### config.mk
export PLATFORM = sky130hd
export DESIGN_NAME = ber_sync_ctrl
export DESIGN_NICKNAME = d
export VERILOG_FILES = /design/src/rtl/ber_pkg.sv /design/src/rtl/ber_delay_line.sv /design/src/rtl/ber_sync_ctrl.sv
export SDC_FILE = /design/constraint.sdc
export NUM_CORES = 2
export LEC_CHECK = 0
export BUFFER_PORTS_ARGS = -buffer_cell sky130_fd_sc_hd__buf_2
export CORE_MARGIN = 2
export CORE_UTILIZATION = 60
export CTS_BUF_LIST = sky130_fd_sc_hd__clkbuf_8
export DETAILED_ROUTE_END_ITERATION = 8
export PLACE_DENSITY = 0.77
export SYNTH_ARGS = -nofsm -noshare
export SYNTH_HDL_FRONTEND = slang
export SYNTH_SLANG_ARGS = --single-unit
export TNS_END_PERCENT = 100
### constraint.sdc
create_clock -name clock -period 70.6 [get_ports clock]
set_input_delay 3.53 -clock clock [delete_from_list [all_inputs] [get_ports clock]]
set_output_delay 3.53 -clock clock [all_outputs]
set_load 0.02 [all_outputs]
### src/rtl/ber_pkg.sv
// ber_pkg
//   Shared definitions for the BER sync controller: default parameter values,
//   the statistics counter width, the controller state encoding and a helper
//   for index widths.
package ber_pkg;

  localparam int DEF_DELAY_LEN = 1024;  // candidate PRBS-to-RX latencies
  localparam int DEF_WINDOW    = 511;   // samples per evaluation window
  localparam int DEF_LOSS_THR  = 32;    // window errors that drop lock
  localparam int COUNT_W       = 32;    // locked bit/error counter width

  typedef enum logic [1:0] {
    ST_IDLE = 2'd0,
    ST_FILL = 2'd1,
    ST_SCAN = 2'd2,
    ST_LOCK = 2'd3
  } state_t;

  // Width of an index covering 0..n-1, never narrower than one bit.
  function automatic int idx_width(input int n);
    return (n > 1) ? $clog2(n) : 1;
  endfunction

endpackage

### src/rtl/ber_delay_line.sv
// ber_delay_line
//   Reference-bit history with a selectable tap.
//   clock   : rising-edge clock
//   i_reset : asynchronous active-high reset, clears the whole history
//   i_shift : shift i_bit into position 0 (older bits move up)
//   i_bit   : reference bit to record
//   i_sel   : tap index; index d is the bit recorded d+1 shifts ago
//   o_tap   : history[i_sel], read before the pending shift
module ber_delay_line
  import ber_pkg::*;
#(
  parameter int  DELAY_LEN = DEF_DELAY_LEN,
  localparam int SEL_W     = idx_width(DELAY_LEN)
) (
  input  logic             clock,
  input  logic             i_reset,
  input  logic             i_shift,
  input  logic             i_bit,
  input  logic [SEL_W-1:0] i_sel,
  output logic             o_tap
);

  logic [DELAY_LEN-1:0] history;

  // Plain register chain: the whole history must clear on reset, which rules
  // out a RAM-based implementation.
  always_ff @(posedge clock or posedge i_reset) begin
    if (i_reset) begin
      history <= '0;
    end else if (i_shift) begin
      history <= {history[DELAY_LEN-2:0], i_bit};
    end
  end

  assign o_tap = history[i_sel];

endmodule

### src/rtl/ber_sync_ctrl.sv
// ber_sync_ctrl
//   Searches the PRBS-to-RX latency window by window, locks on an error-free
//   window and then accumulates bit/error statistics until a window reaches
//   the loss threshold, at which point the search resumes at the next delay.
//   clock         : rising-edge clock
//   i_reset       : asynchronous active-high reset
//   i_enable      : global run enable; low freezes everything
//   i_valid       : sample strobe (accepted when i_enable is also high)
//   i_ref_bit     : local PRBS reference bit
//   i_rx_bit      : received decision bit
//   o_locked      : high while locked
//   o_delay       : candidate / locked latency index
//   o_window_done : one-cycle pulse after each closed window
//   o_bit_count   : samples compared while locked (saturating)
//   o_err_count   : errors seen while locked (saturating)
module ber_sync_ctrl
  import ber_pkg::*;
#(
  parameter int  DELAY_LEN = DEF_DELAY_LEN,
  parameter int  WINDOW    = DEF_WINDOW,
  parameter int  LOSS_THR  = DEF_LOSS_THR,
  localparam int DELAY_W   = idx_width(DELAY_LEN),
  localparam int WIN_W     = idx_width(WINDOW),
  localparam int ACC_W     = $clog2(WINDOW + 1)
) (
  input  logic               clock,
  input  logic               i_reset,
  input  logic               i_enable,
  input  logic               i_valid,
  input  logic               i_ref_bit,
  input  logic               i_rx_bit,
  output logic               o_locked,
  output logic [DELAY_W-1:0] o_delay,
  output logic               o_window_done,
  output logic [COUNT_W-1:0] o_bit_count,
  output logic [COUNT_W-1:0] o_err_count
);

  state_t               state, state_next;
  logic [DELAY_W-1:0]   fill_cnt;
  logic [WIN_W-1:0]     win_cnt;
  logic [ACC_W-1:0]     win_acc;
  logic [ACC_W-1:0]     win_errs;
  logic [DELAY_W-1:0]   delay;
  logic                 window_done;
  logic [COUNT_W-1:0]   bit_count;
  logic [COUNT_W-1:0]   err_count;
  logic                 accept;
  logic                 tap;
  logic                 err_bit;
  logic                 in_window;
  logic                 win_close;
  logic                 step_delay;
  logic                 clear_counts;

  assign accept    = i_enable & i_valid;
  assign err_bit   = i_rx_bit ^ tap;
  assign in_window = (state == ST_SCAN) || (state == ST_LOCK);
  assign win_close = accept && in_window && (win_cnt == WIN_W'(WINDOW - 1));
  // Window total including the current sample, used for the close decision.
  assign win_errs  = win_acc + ACC_W'(err_bit);

  // The tap is read with the current delay before this sample is shifted in.
  ber_delay_line #(
    .DELAY_LEN (DELAY_LEN)
  ) u_delay_line (
    .clock   (clock),
    .i_reset (i_reset),
    .i_shift (accept),
    .i_bit   (i_ref_bit),
    .i_sel   (delay),
    .o_tap   (tap)
  );

  always_ff @(posedge clock or posedge i_reset) begin
    if (i_reset) begin
      state <= ST_IDLE;
    end else begin
      state <= state_next;
    end
  end

  always_comb begin
    state_next   = state;
    step_delay   = 1'b0;
    clear_counts = 1'b0;
    case (state)
      ST_IDLE: begin
        if (accept) begin
          state_next = ST_FILL;
        end
      end
      ST_FILL: begin
        // fill_cnt already includes the sample taken in IDLE.
        if (accept && (fill_cnt == DELAY_W'(DELAY_LEN - 1))) begin
          state_next = ST_SCAN;
        end
      end
      ST_SCAN: begin
        if (win_close) begin
          if (win_errs == '0) begin
            state_next   = ST_LOCK;
            clear_counts = 1'b1;
          end else begin
            step_delay = 1'b1;
          end
        end
      end
      ST_LOCK: begin
        if (win_close && (int'(win_errs) >= LOSS_THR)) begin
          state_next = ST_SCAN;
          step_delay = 1'b1;
        end
      end
      default: state_next = ST_IDLE;
    endcase
  end

  always_ff @(posedge clock or posedge i_reset) begin
    if (i_reset) begin
      fill_cnt    <= '0;
      win_cnt     <= '0;
      win_acc     <= '0;
      delay       <= '0;
      window_done <= 1'b0;
      bit_count   <= '0;
      err_count   <= '0;
    end else begin
      window_done <= win_close;

      if (accept && (state == ST_IDLE)) begin
        fill_cnt <= DELAY_W'(1);
      end else if (accept && (state == ST_FILL)) begin
        fill_cnt <= (state_next == ST_SCAN) ? '0 : fill_cnt + DELAY_W'(1);
      end

      if (accept && in_window) begin
        if (win_close) begin
          win_cnt <= '0;
          win_acc <= '0;
        end else begin
          win_cnt <= win_cnt + WIN_W'(1);
          win_acc <= win_errs;
        end
      end

      if (step_delay) begin
        delay <= (delay == DELAY_W'(DELAY_LEN - 1)) ? '0 : delay + DELAY_W'(1);
      end

      // The sample that closes a losing window is still a locked sample.
      if (clear_counts) begin
        bit_count <= '0;
        err_count <= '0;
      end else if (accept && (state == ST_LOCK)) begin
        if (bit_count != '1) begin
          bit_count <= bit_count + COUNT_W'(1);
        end
        if (err_bit && (err_count != '1)) begin
          err_count <= err_count + COUNT_W'(1);
        end
      end
    end
  end

  assign o_locked      = (state == ST_LOCK);
  assign o_delay       = delay;
  assign o_window_done = window_done;
  assign o_bit_count   = bit_count;
  assign o_err_count   = err_count;

endmodule

**Word level (Yosys, flattened, before mapping)**

Index checks and enable logic that the tools add are counted.

- $add $sub $neg: 6
- $lt $le $gt $ge: 2
- Equal/unequal tests: 9
- Mux-type cells: 27
- Bitwise gates (word level): 2
- Reduce and logical (&&, ||, !) cells: 17

Operator list:

| operator | count |
|---|---|
| $mux W32 | 6 |
| $add A32 B1 Y32 const B | 2 |
| $ne A32 B32 Y1 const B | 2 |
| $mux W10 | 4 |
| $add A10 B1 Y10 const B | 2 |
| $eq A10 B10 Y1 const B | 2 |
| $mux W9 | 2 |
| $lt A10 B11 Y1 const B | 1 |
| $bmux W1 S10 | 1 |
| $mux W2 | 5 |
| $add A9 B1 Y9 | 1 |
| $add A9 B1 Y9 const B | 1 |
| $eq A9 B9 Y1 const B | 1 |
| $ge A9 B6 Y1 const B | 1 |
| $logic_not A9 Y1 | 1 |
| $logic_and A1 B1 Y1 | 8 |
| $pmux W2 S4 | 1 |
| $reduce_bool A2 Y1 | 4 |
| $mux W1 | 7 |
| $eq A2 B2 Y1 const B | 3 |
| $reduce_and A2 Y1 | 2 |
| $eq A2 B1 Y1 const B | 1 |
| $logic_not A2 Y1 | 1 |
| $pmux W1 S2 | 1 |
| 3 further kinds | 3 |

- Flip-flop bits (word level): 1129
- Bits of input ports: 6
- Output and inout bits: 76
- Logic and storage cells: 72

**Longest topological paths before layout**

- Depth in word-level cells: 12
- Depth in mapped cells: 30
- Gate-level depth less buffers: 22

**Hierarchy**

From an unflattened synthesis, not the netlist that was laid out.

- Cell total of the unflattened synthesis: 3527
- Area total of the unflattened synthesis: 52009.9 um2

By module, submodules not included:

| module | times used | cells an instance | area an instance (um2) | seq. area each (um2) |
|---|---|---|---|---|
| ber_delay_line | 1 | 2890 | 46214.3 | 25624.6 |
| ber_sync_ctrl | 1 | 637 | 5795.6 | 2627.5 |

**Worst setup path after synthesis**

OpenSTA, ideal clock, no wires.

- Kind: input to register
- Start: input port i_rx_bit
- End: register bit_count[30], in the netlist o_bit_count[30]
- Setup time: 0.132 ns
- Arrival time: 6.158 ns
- Data required time: 70.468 ns
- Setup slack: 64.310 ns
- Cell stages on the path: 15
- Buffers on the path: 1
- Path through: xor2_2 > buf_6 > inv_2 > ha_1 > ha_1 > and3_1 > nor4_1 > o21ai_0 > or4_1 > nand2_1 > nand2_1 > or2_2 > nor2_1 > xnor2_1 > nor2_1

- Cells in the longest elaborated chain, start to end: 8
- Elaborated cells between the ends (all ways): 10
- Classes of those cells: add/sub: 1; mux: 4; bitwise: 1; reduce/logical: 4

Ends and longest elaborated chain:

| element | line | text |
|---|---|---|
| start, declared | ber_sync_ctrl.sv:31 | `input logic i_rx_bit,` |
| $xor A1 B1 Y1 (*) | ber_sync_ctrl.sv:57 | `assign err_bit = i_rx_bit ^ tap;` |
| $add A9 B1 Y9 (*) | ber_sync_ctrl.sv:61 | `assign win_errs = win_acc + ACC_W'(err_bit);` |
| $logic_not A9 Y1 (*) | ber_sync_ctrl.sv:101 | `if (win_errs == '0) begin` |
| $mux W1 (*) | ber_sync_ctrl.sv:101 |  |
| $mux W1 (*) | ber_sync_ctrl.sv:100 | `if (win_close) begin` |
| $mux W1 (*) | ber_sync_ctrl.sv:87 | `case (state)` |
| $reduce_bool A2 Y1 (no line) | -- |  |
| $reduce_and A2 Y1 (no line) | -- |  |
| end signal, assigned | ber_sync_ctrl.sv:157 | `bit_count <= bit_count + COUNT_W'(1);` |
| end, declared | ber_sync_ctrl.sv:46 | `logic [COUNT_W-1:0] bit_count;` |

Every way passes the cells marked *; elsewhere a longest branch is shown, timed or not.
A chain may end at the register's enable or synchronous reset.

**Final worst setup path**

- Start: register delay[0], in the netlist o_delay[0]
- End: register bit_count[26], in the netlist o_bit_count[26]

- Cells in the longest elaborated chain, start to end: 10
- Elaborated cells between the ends (all ways): 12
- Classes of those cells: add/sub: 1; mux: 6; bitwise: 1; reduce/logical: 4

Ends and longest elaborated chain:

| element | line | text |
|---|---|---|
| start, declared | ber_sync_ctrl.sv:44 | `logic [DELAY_W-1:0] delay;` |
| start signal, assigned | ber_sync_ctrl.sv:148 | `delay <= (delay == DELAY_W'(DELAY_LEN - 1)) ? '0 : delay + DELAY_W'(1);` |
| $bmux W1 S10 (*) | ber_delay_line.sv:35 | `assign o_tap = history[i_sel];` |
| $mux W1 (implied by the code) (*) | ber_delay_line.sv:35 |  |
| $xor A1 B1 Y1 (*) | ber_sync_ctrl.sv:57 |  |
| $add A9 B1 Y9 (*) | ber_sync_ctrl.sv:61 |  |
| $logic_not A9 Y1 (*) | ber_sync_ctrl.sv:101 |  |
| $mux W1 (*) | ber_sync_ctrl.sv:101 |  |
| $mux W1 (*) | ber_sync_ctrl.sv:100 |  |
| $mux W1 (*) | ber_sync_ctrl.sv:87 |  |
| $reduce_bool A2 Y1 (no line) | -- |  |
| $reduce_and A2 Y1 (no line) | -- |  |

Every way passes the cells marked *; elsewhere a longest branch is shown, timed or not. The select of a mux whose other input is x is not followed.

==> metrics.txt <==
cts bufs inserted=approximately 180; I/O pin cnt=a little over 80; Synth Warn #=0; # fillers=6727; leakage power=~30 nW; Gate power share=0.032; Non-Filler Instances=between 7000 and 8000; vias in the first global route=~39000; Post-synth EDFFs=0; # Post-CTS Setup Buffers=0; global-route wire length before repair=206100 microns; Sequential Power Share=0.511; Final ANT Viol Nets=0; Yosys reg bits=between 1000 and 1500; clk buf depth=3; CTS Sinks=~1100; Fmax=0.1142 GHz; initial antenna violation count=3; endpoints failing hold=0; sequential share of the synthesized area=0.5404; DP Cell Count=6669; Post-synth top flop=dfrtp_1; Yosys top cell area share=0.5404; total number of vias=roughly 40000; nets=~5700; pin count of the biggest net entering global routing=228; H-tree lvl count=4; die height=between 200 and 300 microns; switching fraction of total power=0.2398; DRC=1; Mapped Cells=about 5700; initial drt markers=between 4000 and 5000; status=complete, but fails checks; unrepaired setup endpoints after global routing=no; final period utilization=0.1240; crit start category=flip-flop; max_slew headroom=0.1636; Die Wd=~300 microns; failing checks=DRC; CTS Hold Bufs=0; total gr overflow=0; GRT Util Overall=0.2845; worst slew pin tran=about 1.3 ns; HPWL after detailed placement=~75000 microns; share of layout cells above drive strength 1=0.1060; Core Rows=around 110; clock-pin slew on the worst setup and hold paths=approximately 0.06 ns; HP Class=flip-flop to flip-flop; DR pass1 iterations=8; setup_tns=0 ns; # port buffers=81; top post-synthesis cells by area=dfrtp_1 (54%), nand2_1 (23%), mux4_2 (8.3%); power density cells=~22 mW/mm^2; distinct cell type count after synthesis=74; Setup Skew=around 0.044 ns; count of final setup violators=0; peak supply drop=0.01745 mV; GPL Wtd Cong=0.8437; Clk Latency, worst-skew pair=about 0.86 ns; syn_nets=~5700; most common cell in the netlist=nand2_1; root buf cell=clkbuf_8; Cell Area, Synth=0.05228 sq mm; fin util=0.6561; Async S/R FF share, synth=1.000; total die area=~0.090 sq mm; starting density of the core=0.6035; R2R Setup Slk=a little over 60 ns; Avg Cell Area, Syn=9.117 sq um; CTS tree=built; Net Sw Power=between 0.0003 and 0.0004 W; commonest cells in the netlist=nand2_1 (3217), dfrtp_1 (1129), clkbuf_1 (264), mux4_2 (193), mux2i_1 (154); CP endpoint kind=flip-flop; Synth area leader=dfrtp_1; post-CTS sizing=0; Clk network pwr share=0.456; DR vias/cell=between 5 and 6; min Tclk post-route=8.757 ns; Internal=0.0009707 W; area of the core=between 0.08 and 0.09 sq mm; crit path DAT=approximately 9.5 ns; Crit Path Class=flip-flop to flip-flop; crit path max fanout=roughly 110; Slew Limit Fails=0; Layout area overhead=8.705%; max-cap violation count=0; final WL=124800 microns; CP required=a little over 70 ns; drt wl/cell=between 15 and 20 microns
[per-layer routing]
layer  vias to the layer above  global-route usage  routed length [microns]
met4                         2              0.1062                     3886
li1                      18600                   -                        -
met1                     19870              0.4149                    54760
met2                      1317              0.4304                    57290
met3                       260             0.05371                     8886
met5                         -                   0                        9
[power groups by stage]
stage          Sequential, W  Combinational [W]  Clock [W]
2_1_floorplan       0.000665          0.0000327          0
4_1_cts             0.000653          0.0000419   0.000593
3_5_place_dp        0.000664          0.0000418          0
5_1_grt             0.000653          0.0000468   0.000623
6_report            0.000653          0.0000412   0.000583
3_3_place_gp        0.000664          0.0000417          0
[layout make-up]
type / count / area [sq um] / share of cell area
antenna: 2 / 5.005 / 0.00008807
clock buffer: 233 / 3207 / 0.05643
clock inverter: 101 / 606.8 / 0.01068
inverter: 17 / 71.32 / 0.001255
multi-input combinational: 4232 / 22330 / 0.3930
sequential: 1129 / 28260 / 0.4974
tap: 1155 / 1445 / 0.02543
timing repair buffer: 136 / 893.4 / 0.01572
[critical path, stage by stage (launching register included)]
cell and delay [ns]:
dfrtp_4 0.90, buf_12 0.67, buf_4 0.85, mux4_2 0.59
a22o_1 0.24, a211o_1 0.27, o211ai_1 0.15, a32oi_1 0.18
nor4b_1 0.35, nor4_1 0.11, a31oi_2 0.54, xor2_4 0.17
buf_4 0.45, inv_2 0.12, ha_1 0.23, ha_1 0.26
and3_1 0.24, nor4_1 0.16, o21ai_0 0.24, or4_1 0.51
buf_4 0.25, nand2_1 0.12, nand2_1 0.11, or2_2 0.33
nor2_1 0.12, xnor2_1 0.13, nor2_1 0.06
[final timing paths]
kind,cells past startpoint,startpoint,end
max,26,o_delay[0],o_bit_count[26]
max reg2reg,26,o_delay[0],o_bit_count[26]
min in group asynchronous,2,i_reset,o_bit_count[10]
max in group asynchronous,5,i_reset,u_delay_line.history[402]
min,2,u_delay_line.history[115],u_delay_line.history[116]
min reg2reg,2,u_delay_line.history[115],u_delay_line.history[116]
[cells by family after synthesis]
| logic type | synth area share |
|---|---|
| AOI/OAI and AO/OA | 0.03937 |
| xor gates and xnor gates | 0.007013 |
| adders and majority gates | 0.002154 |
| buffers and inverters | 0.03313 |
| DFF | 0.5405 |
| muxes | 0.1135 |
| and+or+nand+nor | 0.2644 |
[placed cells by master, fill, tap and decap left out, types with 25 or more instances in the layout]
| cell | count |
|---|---|
| a21oi_1 | 48 |
| a22oi_1 | 39 |
| and3_1 | 29 |
| buf_2 | 81 |
| buf_4 | 49 |
| clkbuf_8 | 233 |
| dfrtp_1 | 1124 |
| inv_1 | 82 |
| mux2i_1 | 154 |
| mux4_2 | 193 |
| nand2_1 | 3216 |
| nand3_1 | 60 |
| nand4_1 | 29 |
| nor2_1 | 83 |
| o21ai_0 | 49 |
| or4_1 | 25 |
| xor2_1 | 29 |
[state kept, by name (all words and copies together), names as in the netlist]
register,count
fill_cnt,10
state,2
win_cnt,9
o_delay,10
o_window_done,1
u_delay_line.history,1024
o_err_count,32
o_bit_count,32
win_acc,9
[through the flow]
step	total power (W)	worst slack (ns)	hold slack (ns)	cell area, sq um
after floorplan	0.0006976	35.28	0.4442	52280
after detailed placement	0.0007062	61.84	0.4736	53010
final	0.001277	61.84	0.4612	56830
after global routing	0.001323	61.26	0.4996	56830
after CTS	0.001288	61.79	0.4629	56820
after global placement	0.0007058	62.02	0.4628	53010
No activity file was read; power rests on OpenSTA's default activity.
